`src/rtl/pipe_hazard_ctrl.sv`:
```
// Hazard and sequencing controller for the MIPS pipeline.
// Drives PC hold/redirect and IF/ID, ID/EX stall/flush/bubble controls.
module pipe_hazard_ctrl #(
    parameter int PC_W     = 16,
    parameter int REG_W    = 5,
    parameter int LD_STALL = 1,
    parameter int MD_LAT   = 4
) (
    input  logic             clk_i,
    input  logic             rst_n,
    input  logic [REG_W-1:0] id_rs_i,
    input  logic [REG_W-1:0] id_rt_i,
    input  logic             id_uses_rt_i,
    input  logic             id_jmp_i,
    input  logic [PC_W-1:0]  id_jmp_tgt_i,
    input  logic             ex_memrd_i,
    input  logic [REG_W-1:0] ex_rd_i,
    input  logic             ex_md_start_i,
    input  logic             ex_br_taken_i,
    input  logic [PC_W-1:0]  ex_br_tgt_i,
    output logic             haz_o,
    output logic [PC_W-1:0]  cnt_jmp_o,
    output logic             if_id_stall_o,
    output logic             if_id_flush_o,
    output logic             id_ex_bubble_o,
    output logic             ex_hold_o,
    output logic             bad_tgt_o,
    output logic [1:0]       state_o
);

    localparam int MAX_L = (LD_STALL > MD_LAT) ? LD_STALL : MD_LAT;
    localparam int CNT_W = $clog2(MAX_L + 1);

    typedef enum logic [1:0] {
        RUN    = 2'd0,
        LDUSE  = 2'd1,
        MDBUSY = 2'd2
    } state_t;

    state_t             r_state;
    state_t             w_nstate;
    logic [CNT_W-1:0]   r_cnt;
    logic [CNT_W-1:0]   w_ncnt;
    logic               w_ld_hit;

    logic               w_haz;
    logic               w_stall;
    logic               w_flush;
    logic               w_bubble;
    logic               w_hold;
    logic               w_redir;
    logic [PC_W-1:0]    w_tgt;

    // A zero destination never creates a dependency (r0 is hardwired)
    assign w_ld_hit = ex_memrd_i && (ex_rd_i != '0) &&
                      ((ex_rd_i == id_rs_i) ||
                       (id_uses_rt_i && (ex_rd_i == id_rt_i)));

    // State and stall counter register
    always_ff @(posedge clk_i or negedge rst_n) begin
        if (!rst_n) begin
            r_state <= RUN;
            r_cnt   <= '0;
        end else begin
            r_state <= w_nstate;
            r_cnt   <= w_ncnt;
        end
    end

    // Next state: a taken branch aborts any stall, else count down
    always_comb begin
        w_nstate = r_state;
        w_ncnt   = r_cnt;
        if (ex_br_taken_i) begin
            w_nstate = RUN;
            w_ncnt   = '0;
        end else begin
            unique case (r_state)
                RUN: begin
                    if (ex_md_start_i) begin
                        w_ncnt   = CNT_W'(MD_LAT - 1);
                        w_nstate = (MD_LAT > 1) ? MDBUSY : RUN;
                    end else if (w_ld_hit) begin
                        w_ncnt   = CNT_W'(LD_STALL - 1);
                        w_nstate = (LD_STALL > 1) ? LDUSE : RUN;
                    end
                end
                LDUSE, MDBUSY: begin
                    if (r_cnt == CNT_W'(1)) begin
                        w_nstate = RUN;
                        w_ncnt   = '0;
                    end else begin
                        w_ncnt = r_cnt - CNT_W'(1);
                    end
                end
                default: begin
                    w_nstate = RUN;
                    w_ncnt   = '0;
                end
            endcase
        end
    end

    // Output decode: branch > mul/div > load-use > jump
    always_comb begin
        w_haz    = 1'b0;
        w_stall  = 1'b0;
        w_flush  = 1'b0;
        w_bubble = 1'b0;
        w_hold   = 1'b0;
        w_redir  = 1'b0;
        w_tgt    = '0;
        if (ex_br_taken_i) begin
            w_redir  = 1'b1;
            w_tgt    = ex_br_tgt_i;
            w_flush  = 1'b1;
            w_bubble = 1'b1;
        end else if (r_state == MDBUSY ||
                     (r_state == RUN && ex_md_start_i)) begin
            w_haz   = 1'b1;
            w_stall = 1'b1;
            w_hold  = 1'b1;
        end else if (r_state == LDUSE ||
                     (r_state == RUN && w_ld_hit)) begin
            w_haz    = 1'b1;
            w_stall  = 1'b1;
            w_bubble = 1'b1;
        end else if (r_state == RUN && id_jmp_i) begin
            w_redir = 1'b1;
            w_tgt   = id_jmp_tgt_i;
            w_flush = 1'b1;
        end
    end

    // Reset blanks every output immediately, even mid-cycle
    always_comb begin
        haz_o          = rst_n & w_haz;
        cnt_jmp_o      = rst_n ? w_tgt : '0;
        if_id_stall_o  = rst_n & w_stall;
        if_id_flush_o  = rst_n & w_flush;
        id_ex_bubble_o = rst_n & w_bubble;
        ex_hold_o      = rst_n & w_hold;
        bad_tgt_o      = rst_n & w_redir & (w_tgt == '0);
        state_o        = rst_n ? r_state : 2'd0;
    end

endmodule

```
`config.mk`:
```
export PLATFORM = sky130hd
export DESIGN_NAME = pipe_hazard_ctrl
export DESIGN_NICKNAME = d
export VERILOG_FILES = /design/src/rtl/pipe_hazard_ctrl.sv
export SDC_FILE = /design/constraint.sdc
export NUM_CORES = 1
export LEC_CHECK = 0
export ABC_CLOCK_PERIOD_IN_PS = 2000
export BUFFER_PORTS_ARGS = -buffer_cell sky130_fd_sc_hd__buf_2
export CORE_MARGIN = 3
export CORE_UTILIZATION = 30
export DETAILED_ROUTE_END_ITERATION = 8
export GPL_TIMING_DRIVEN = 0
export PLACE_DENSITY = 0.62
export SKIP_CTS_REPAIR_TIMING = 1
export SYNTH_ARGS = -nofsm -noshare
export SYNTH_HDL_FRONTEND = slang
export SYNTH_SLANG_ARGS = --single-unit
```
`constraint.sdc`:
```
create_clock -name clk_i -period 2 [get_ports clk_i]
set_clock_uncertainty 0.15 [all_clocks]
set_input_delay 0.2 -clock clk_i [delete_from_list [all_inputs] [get_ports clk_i]]
set_output_delay 0.2 -clock clk_i [all_outputs]
set_load 0.005 [all_outputs]
```
======== Word-level counts from Yosys, hierarchy flattened ========
Index checks and enable logic that the tools add are counted.
cells by class
  reductions and logical operators ........ 14
  $add $sub $neg .......................... 1
  bitwise logic cells ..................... 5
  equality and inequality tests ........... 7
  muxes and demuxes ....................... 27
operator list
  operator                                                             count
  16-bit 2-to-1 mux                                                    5
  16-bit zero test                                                     1
  3-bit 2-to-1 mux                                                     4
  1-bit 2-to-1 mux                                                     11
  5-bit == test                                                        2
  2-bit 2-to-1 mux                                                     5
  1-bit logical AND                                                    6
  3-bit case mux with 2 select lines                                   1
  1-bit AND                                                            5
  5-bit nonzero test                                                   1
  4-bit inequality test (second input constant)                        1
  2-bit case mux with 2 select lines                                   1
  3-bit by 1-bit == test with 1-bit output (second input constant)     1
  1-bit logical OR                                                     3
  3-bit inequality test (second input constant)                        1
  3-bit by 1-bit subtractor with 3-bit output (second input constant)  1
  2-bit by 1-bit == test with 1-bit output (second input constant)     1
  2-bit == test (second input constant)                                1
  2-bit zero test                                                      1
  2-bit AND reduction                                                  1
  2-bit OR reduction                                                   1
storage, ports and cells
  word-level logic and storage cells ...... 56
  output and inout port bits .............. 24
  register bits after elaboration ......... 5
  input port bits ......................... 54

======== Longest topological paths before layout ========
  word-level depth ........................ 11
  depth in mapped cells ................... 7
  depth with buffers taken out ............ 6

======== Worst setup path after synthesis ========
No wires, ideal clock.
  path kind ............................... reg-to-output
  start point ............................. register r_state[1]
  end point ............................... output port cnt_jmp_o[10]
  path slack .............................. 144 ps
  data required time ...................... 1650 ps
  stages on the path, launching flop included .. 7
  data arrival time ....................... 1506 ps
  cells stage by stage .................... dfrtp_1 clkbuf_1 nor4b_2 buf_2 nand2_1 a21oi_1 o21a_1
between the ends
  word-level cells in the longest chain between the ends .. 7
  elaborated cells between the ends (all ways) .. 13
  classes of those cells .................. eq/ne (2); mux (5); reduce/logical (6)
RTL lines
  item                                                          RTL line       text
  start, declared                                               40             state_t r_state;
  start signal, assigned                                        65             r_state <= w_nstate;
  2-bit zero test                                               119, 124, 128
  1-bit logical AND (on tied branches)                          128, 124
  16-bit 2-to-1 mux / 1-bit logical OR (equally long branches)  128, 123
  16-bit 2-to-1 mux                                             123            end else if (r_state == LDUSE ||
  16-bit 2-to-1 mux *                                           118            end else if (r_state == MDBUSY ||
  16-bit 2-to-1 mux *                                           113            if (ex_br_taken_i) begin
  16-bit 2-to-1 mux *                                           138            cnt_jmp_o = rst_n ? w_tgt : '0;
  end, declared                                                 22             output logic [PC_W-1:0] cnt_jmp_o,
Every way passes the cells marked *; elsewhere a longest branch is shown, timed or not.

======== Worst setup path in the final report ========
  start point ............................. input port ex_rd_i[1]
  end point ............................... output port bad_tgt_o
between the ends
  word-level cells in the longest chain between the ends .. 11
  elaborated cells between the ends (all ways) .. 18
  classes of those cells .................. eq/ne (2); mux (6); bitwise (2); reduce/logical (8)
RTL lines
  item                                                          RTL line  text
  start, declared                                               17        input logic [REG_W-1:0] ex_rd_i,
  5-bit == test                                                 57        (id_uses_rt_i && (ex_rd_i == id_rt_i)));
  1-bit logical AND                                             57
  1-bit logical OR                                              56        ((ex_rd_i == id_rs_i) ||
  1-bit logical AND *                                           55        assign w_ld_hit = ex_memrd_i && (ex_rd_i != '0) &&
  1-bit logical AND *                                           124       (r_state == RUN && w_ld_hit)) begin
  1-bit logical OR *                                            123
  16-bit 2-to-1 mux / 1-bit 2-to-1 mux (equally long branches)  123
  16-bit 2-to-1 mux / 1-bit 2-to-1 mux (equally long branches)  118
  16-bit 2-to-1 mux / 1-bit 2-to-1 mux (equally long branches)  113
  16-bit zero test / 1-bit AND (equally long branches)          143       bad_tgt_o = rst_n & w_redir & (w_tgt == '0);
  1-bit AND *                                                   143
  end, declared                                                 27        output logic bad_tgt_o,
Marked as above.

==> run metrics <==
Chip Width=62.0 microns; H-tree Lvls=1; hold_sp=ex_md_start_i; die height=62.0 microns; most common cell after layout, fill and taps aside=buf_2; yosys synthesis warning count=0; initial DRC count=37; site row count=19; gr usage total=15.7%; post-synthesis cell type count=30; most frequent cells in the layout=buf_2 (77), nand2_1 (18), and2_1 (17); Final Critical Period=around 2 ns; fin crit share=99.6%; Leak=roughly 0.7 nW; via/cell ratio=a little under 5; final net count=between 200 and 300; CP Launch Type=primary input; reg2reg start=r_cnt[0]; maximum fanout along the worst path=6; Finished Core Util=between 50% and 60%; clock tree sinks=4; initial core utilization=32.7%; top_reg_cell synth=dfrtp_1; Seq cells post-synth=4; dpl cells=262; initial antenna violation count=0; RSZ-0062 raised after global routing=yes; syn nets=200; final antenna diode count=0; status=completed; Placement Cell Area=1370 sq um; fin. max-slew vios=0; Setup crit end kind=output port; Total Wirelength=3340 microns; Max-Cap Viols=0; CTS tree=built; post-synthesis async set-or-reset flop share=100%; # DRC=0; IO Count=78; via count of the first global-routing pass=1109; Req. time, crit path=1.65 ns; CTS clk-pin slew, worst paths=around 0.040 ns; port buffer count=76; Area growth syn-to-layout=64.8%; largest net degree at the start of global routing=11; met1 usage=20.3%; Setup WS post-layout=0.00714 ns; Detail Route Antenna Nets=0; Max Root-Sink Buffers=2; sequential area share after synthesis=10.7%; Post-DP HPWL=2580 microns; critical path data arrival time=around 1.6 ns; share of cells above drive strength 1=50.4%; Core Area=2880 sq um; detailed-route via count=1305; synthesized area per cell=6.53 sq um; met3 usage=1.65%; global-route wire length before repair=4600 microns; FILL cells=302; clk root buf=clkbuf_4; wire per inst=12.5 microns; RD Place Congestion=0.771; PD cells=307 nW/um^2; Peak VDD IR=0.115 mV; final setup fails=0; Die ar.=3840 sq um; count of flip-flops with a built-in enable after synthesis=0; fmax=502 MHz; Final Non-Filler Cells=268; drt pass-1 iters=4; endpoints failing hold=0; GRT overflow=0; Clock Latency Late Sink=0.24 ns; GRT busiest layer=met2; mapped cell area=940 sq um; Place WS=-0.252 ns; cell count after synthesis=144; M2 GR Usage=25.9%; Final Cell Area=1550 sq um; WS Path Type=primary input to output port; Hold Crit Class=primary input to flop; TritonCTS buffer count=3; Setup crit start=ex_rd_i[1]
power by group:
| group | switching, W | leakage (nW) | total, W | internal [W] |
|---|---|---|---|---|
| logic | 0.000135 | 0.656 | 0.000275 | 0.000141 |
| clock network | 0.0000375 | 0.0138 | 0.000105 | 0.0000674 |
| registers | 0.00000658 | 0.0500 | 0.0000953 | 0.0000887 |
| total | 0.000179 | 0.719 | 0.000476 | 0.000297 |
synthesized netlist by cell type (2+ instances only):
library cell | count | area (sq um)
a21oi_1 | 23 | 115
nand2_1 | 22 | 82.6
and2_1 | 17 | 106
o21a_1 | 17 | 128
xnor2_1 | 10 | 87.6
nor4_1 | 6 | 37.5
buf_2 | 5 | 25.0
clkbuf_1 | 5 | 18.8
nor2_1 | 5 | 18.8
dfrtp_1 | 4 | 100
nand4_1 | 4 | 25.0
nor3_1 | 3 | 15.0
buf_4 | 2 | 15.0
ha_1 | 2 | 25.0
inv_1 | 2 | 7.51
nand3_1 | 2 | 10.0
o31a_1 | 2 | 17.5
state kept, by name (all words and copies together), names as in the netlist:
name and count:
r_cnt 3, r_state 1
layout make-up:
type                    instances  area, sq um  area share (%)
plain buffers                  11         86.3            5.57
clock buffers                   3         22.5            1.45
inverters                       2         7.51           0.485
multi-input cells             126          868            56.1
flip-flops and latches          4          101            6.54
well taps                      42         52.6            3.39
repair buffers                 80          410            26.5
through the flow:
step           TNS, ns  hold slack [ns]  power (W)
2_1_floorplan        0           -0.246   0.000223
3_3_place_gp     -2.44           -0.114   0.000337
3_5_place_dp     -2.63           -0.118   0.000336
4_1_cts          -6.94           -0.372   0.000444
5_1_grt         -0.913            0.152   0.000517
6_report             0            0.146   0.000476
layer usage:
metal | routed length [microns] | vias to the layer above
met3 | 259 | 4
met1 | 1400 | 573
met2 | 1630 | 57
met5 | 0 | -
met4 | 49 | 0
li1 | - | 671
critical path, stage by stage:
cell	delay [ns]
buf_2	0.12
or4_4	0.53
o21a_4	0.24
a2bb2oi_1	0.16
o21ai_2	0.06
and4bb_1	0.21
buf_2	0.11
final timing paths:
path	cells past startpoint	endpoint	slack (ns)
setup / recovery	7	bad_tgt_o	0.007
hold / removal	2	r_cnt[1]	0.15
setup reg to reg	5	r_cnt[2]	0.66
hold reg to reg	2	r_cnt[0]	0.41
max in group asynchronous	2	r_state[1]	1.26
min in group asynchronous	2	r_cnt[1]	0.24
cell families after synthesis:
family	share of synthesized area, %
other	0.399
XOR/XNOR	9.32
AO/OA/AOI/OAI	32.2
buffers and inverters	7.06
multiplexers	1.20
AND/OR/NAND/NOR	36.5
flip-flops	10.7
adder cells (fa/ha/maj)	2.66
No activity file was read; power rests on OpenSTA's default activity.
